$ cat src/rtl/control_sequencer.sv
// Multi-cycle phase sequencer: steps each instruction through
// FETCH/DECODE/EXEC/MEM/WB. It turns the decoder's control word into
// per-phase strobes, handles memory wait-states and timeout, traps
// illegal control words, and counts retired instructions.
module control_sequencer #(
   parameter int TIMEOUT = 16,
   parameter int CNT_W   = 16
) (
   input  logic             clk,
   input  logic             rst,
   input  logic             run,
   input  logic             reg_dst,
   input  logic             alu_src,
   input  logic             mem_to_reg,
   input  logic             reg_write,
   input  logic             mem_read,
   input  logic             mem_write,
   input  logic             branch,
   input  logic [1:0]       alu_op,
   input  logic             alu_zero,
   input  logic             mem_ready,
   output logic             mem_req,
   output logic             mem_we,
   output logic             mem_addr_sel,
   output logic             ir_write,
   output logic             pc_inc,
   output logic             pc_branch,
   output logic             alu_en,
   output logic [1:0]       alu_op_out,
   output logic             rf_we,
   output logic             rf_dst_sel,
   output logic             wb_sel,
   output logic             busy,
   output logic             done,
   output logic             err,
   output logic [CNT_W-1:0] retired
);

   typedef enum logic [2:0] {
      S_IDLE, S_FETCH, S_DECODE, S_EXEC, S_MEM, S_WB, S_ERR
   } state_t;

   // Last wait count that may still be followed by a retry; a miss here traps.
   localparam logic [7:0] WAIT_LAST = 8'(TIMEOUT - 1);

   state_t           state, state_nxt;
   logic [7:0]       wait_cnt;
   logic             retire;

   // alu_src steers the datapath operand mux directly; the sequencer ignores it.
   logic             cw_unused;
   assign cw_unused = alu_src;

   // State register.
   always_ff @(posedge clk) begin
      if (rst) state <= S_IDLE;
      else     state <= state_nxt;
   end

   // Memory wait counter: runs while a FETCH/MEM access is stalled, zero otherwise,
   // so every fresh entry into FETCH or MEM starts from 0.
   always_ff @(posedge clk) begin
      if (rst)
         wait_cnt <= '0;
      else if ((state == S_FETCH || state == S_MEM) && !mem_ready)
         wait_cnt <= wait_cnt + 8'd1;
      else
         wait_cnt <= '0;
   end

   // Retired-instruction counter, wraps naturally; frozen in ERR since retire is 0 there.
   always_ff @(posedge clk) begin
      if (rst)         retired <= '0;
      else if (retire) retired <= retired + CNT_W'(1);
   end

   // Next-state and per-phase strobe decode.
   always_comb begin
      state_nxt    = state;
      retire       = 1'b0;
      mem_req      = 1'b0;
      mem_we       = 1'b0;
      mem_addr_sel = 1'b0;
      ir_write     = 1'b0;
      pc_inc       = 1'b0;
      pc_branch    = 1'b0;
      alu_en       = 1'b0;
      alu_op_out   = 2'b00;
      rf_we        = 1'b0;
      rf_dst_sel   = 1'b0;
      wb_sel       = 1'b0;
      done         = 1'b0;
      err          = 1'b0;
      busy         = (state != S_IDLE) && (state != S_ERR);

      unique case (state)
         S_IDLE: begin
            if (run) state_nxt = S_FETCH;
         end
         S_FETCH: begin
            mem_req = 1'b1;
            if (mem_ready) begin
               ir_write  = 1'b1;
               pc_inc    = 1'b1;
               state_nxt = S_DECODE;
            end else if (wait_cnt == WAIT_LAST) begin
               state_nxt = S_ERR;
            end
         end
         S_DECODE: begin
            state_nxt = S_EXEC;
         end
         S_EXEC: begin
            alu_en     = 1'b1;
            alu_op_out = alu_op;
            if (mem_read && mem_write) begin
               state_nxt = S_ERR;
            end else if (branch) begin
               pc_branch = alu_zero;
               retire    = 1'b1;
            end else if (mem_read || mem_write) begin
               state_nxt = S_MEM;
            end else if (reg_write) begin
               state_nxt = S_WB;
            end else begin
               retire = 1'b1;
            end
         end
         S_MEM: begin
            mem_req      = 1'b1;
            mem_addr_sel = 1'b1;
            mem_we       = mem_write;
            if (mem_ready) begin
               if (mem_read) state_nxt = S_WB;
               else          retire    = 1'b1;
            end else if (wait_cnt == WAIT_LAST) begin
               state_nxt = S_ERR;
            end
         end
         S_WB: begin
            rf_we      = 1'b1;
            rf_dst_sel = reg_dst;
            wb_sel     = mem_to_reg;
            retire     = 1'b1;
         end
         S_ERR: begin
            err = 1'b1;
         end
         default: begin
            state_nxt = S_ERR;
         end
      endcase

      // Instruction boundary: the only place run is sampled after start.
      if (retire) begin
         done      = 1'b1;
         state_nxt = run ? S_FETCH : S_IDLE;
      end
   end

endmodule

$ cat config.mk
export PLATFORM = sky130hd
export DESIGN_NAME = control_sequencer
export DESIGN_NICKNAME = d
export VERILOG_FILES = /design/src/rtl/control_sequencer.sv
export SDC_FILE = /design/constraint.sdc
export NUM_CORES = 1
export LEC_CHECK = 0
export BUFFER_PORTS_ARGS = -buffer_cell sky130_fd_sc_hd__buf_2
export CAP_MARGIN = 20
export CORE_MARGIN = 2
export CORE_UTILIZATION = 48
export CTS_BUF_LIST = sky130_fd_sc_hd__clkbuf_8
export DETAILED_ROUTE_END_ITERATION = 8
export GPL_ROUTABILITY_DRIVEN = 0
export PLACE_DENSITY = 0.78
export SLEW_MARGIN = 25
export SYNTH_ARGS = -nofsm -noshare
export SYNTH_HDL_FRONTEND = slang
export SYNTH_SLANG_ARGS = --single-unit
$ cat constraint.sdc
create_clock -name clk -period 1.7 [get_ports clk]
set_clock_uncertainty 0.1 [all_clocks]
set_input_delay 0.34 -clock clk [delete_from_list [all_inputs] [get_ports clk]]
set_output_delay 0.34 -clock clk [all_outputs]
set_load 0.01 [all_outputs]
==> metrics.txt <==
dpl ws=-0.116 ns; Post-synth top cells=28 x nor2_1, 27 x dfxtp_1, 14 x xnor2_1; setup slack on the worst flop-to-flop path=0.01 ns; DRC viols=0; yosys warns=0; top_reg_cell synth=dfxtp_1; layout cell share with drive strength beyond 1=47.6%; Area growth, synth to finish=50.0%; Max-Cap Viols=0; sequential share of power=53.2%; crit path kind=reg -> out; CP startpoint=state[1]; CTS max path bufs=2; Int Power=0.912 mW; Post-synth EDFFs=0; Peak supply drop=0.379 mV; # clock sinks=27; final HPWL from detailed placement=2520 um; syn nets=191; count leader, synth=nor2_1; Mapped Area=0.00151 sq mm; root buffer cell=clkbuf_8; final non-filler cell total=292; Setup TNS=-0.256 ns; vias in the first global route=1323; n_diodes=0; Routed Antenna Nets=0; CTS Hold Bufs=0; post-layout util=74.6%; Final Cycle Share=105%; Die X=60.0 um; post-synth top area share=35.9%; Critical Path RT=1.26 ns; Filler Cells Inserted=235; Setup WS post-layout=-0.0799 ns; layout net count=265; Crit Reg-Reg Endpoint=retired[6]; WL per Instance=13.2 um; # setup viols final=4; IO Port Bufs=43; Initial Util=49.8%; Core ar.=0.00303 sq mm; largest area contributor in the netlist=dfxtp_1; Critical Path Sink Type=output port; clock insertion delay at the later pin of the skew report=0.27 ns; Max Clk Rate=562 MHz; Overflow after GRT=0; Max Slew Vio Count=0; Comb pwr share=17.3%; H-tree levels=1; num rows=20; Register-to-Register Path Depth=6; Clock power frac=29.5%; cts bufs inserted=3; die area=0.00360 sq mm; initial antenna violation count=0; register area share after synthesis=35.9%; Post-Route WL=3840 um; first-pass GRT wire length=5490 um; storage element area=547 sq um; status=complete, but fails checks; RSZ-0062 raised after global routing=yes; Pwr per Cell Area=538 mW/mm^2; count of state elements after synthesis=27; top cells by area, synth=dfxtp_1 36%, xnor2_1 8.1%, nor2_1 7.0%; cell count after synthesis=175; final worst path period need=1.78 ns; hold crit path type=in -> reg; leakage=0.911 nW; CP Launch Type=flop; Slew headroom=72.6%; worst setup path end=mem_we; TritonCTS clock tree=built; ys async rst share=0%; area of the multi-input gates=992 sq um; worst-path maximum fanout=4; Final Power=1.22 mW; Pre-antenna DRT Iters=4; Avg Cell Area, Syn=8.61 sq um; clock transition at the registers of the reported paths=0.09 ns; Synth cell types=39; Die Y=60.0 um; GRT Resource Usage Total=19.7%; placed cells=279; Hold Violations, Final=0; Vias/cell=5.24; Initial DRC Count=44; violated checks=setup timing; Sw Pwr=0.303 mW; I/O pin count=45; Arr. time, crit path=1.34 ns; switching part of the total=24.9%; largest net degree at the start of global routing=16; reg-to-reg startpoint=state[2]; Tightest Pin Transition=0.411 ns; via count=1529
-- flip-flops by register name, summed over array words and instances (netlist names) --
signal    flops
retired      16
wait_cnt      8
state         3
-- metal layers --
| metal | track usage (%) | vias up | part of all wire [%] |
|---|---|---|---|
| met4 | 4.76 | 0 | 1.2 |
| met2 | 36.2 | 46 | 53 |
| met3 | 2.81 | 6 | 4.3 |
| li1 | - | 764 | - |
| met5 | 0 | - | 0 |
| met1 | 23.8 | 713 | 42 |
-- per-stage QoR --
step | hold WS, ns | cell area, sq um
global placement | 0.335 | 1950
finish | 0.227 | 2260
floorplan | 0.318 | 1520
detailed placement | 0.340 | 1950
global route | 0.239 | 2260
CTS | 0.220 | 2080
-- critical path, cell delays in order (launching register included) --
cell and delay [ns]:
dfxtp_2 0.35, and2b_2 0.24, buf_6 0.12, nor2b_4 0.12, and2_4 0.13, buf_6 0.11
-- logic make-up after synthesis --
| group | synth area share, % |
|---|---|
| muxes | 0.747 |
| AOI/OAI and AO/OA | 19.4 |
| buffers and inverters | 5.81 |
| DFF | 35.9 |
| and+or+nand+nor | 26.6 |
| adders and majority gates | 1.66 |
| xor gates and xnor gates | 9.88 |
-- worst min path at each step --
stage / cells after the start / slack, ns / end / startpoint
floorplan: 1 / 0.32 / wait_cnt[0] / wait_cnt[0]
global placement: 1 / 0.34 / wait_cnt[0] / wait_cnt[0]
detailed placement: 1 / 0.34 / wait_cnt[0] / wait_cnt[0]
CTS: 3 / 0.22 / state[0] / run
global route: 3 / 0.24 / state[0] / run
finish: 3 / 0.23 / state[0] / run
-- power groups by stage --
| stage | sequential, mW | clock (mW) | combinational, mW |
|---|---|---|---|
| 3_3_place_gp | 0.659 | 0 | 0.150 |
| 5_1_grt | 0.649 | 0.398 | 0.226 |
| 3_5_place_dp | 0.660 | 0 | 0.153 |
| 6_report | 0.647 | 0.359 | 0.210 |
| 2_1_floorplan | 0.661 | 0 | 0.0842 |
| 4_1_cts | 0.645 | 0.366 | 0.168 |
-- timing repair --
item | CTS | global route
setup endpoints to repair | 13 | 25
cloned | 0 | 0
setup buffers | 3 | 6
pin swaps | 8 | 14
gates resized for setup | 14 | 32
-- cell type report --
cell class | count | share of cell area [%]
multi-input combinational | 131 | 43.9
timing repair buffer | 77 | 25.8
sequential | 27 | 24.2
tap | 44 | 2.44
clock buffer | 3 | 1.83
inverter | 9 | 1.61
clock inverter | 1 | 0.221
-- cells in the final DEF (no fill, tap or decap), types with 5 or more instances in the layout --
cell     Yosys  final
nor2_1      28     27
dfxtp_1     27     22
buf_6        2     10
buf_2        1     36
xnor2_1     14     14
nand2_1      9      9
nand4_1      6      6
inv_1        9      8
dfxtp_2      0      5
nand3_1      8      8
buf_4        2     26
a21oi_1     11      6
No activity file was read; power rests on OpenSTA's default activity.
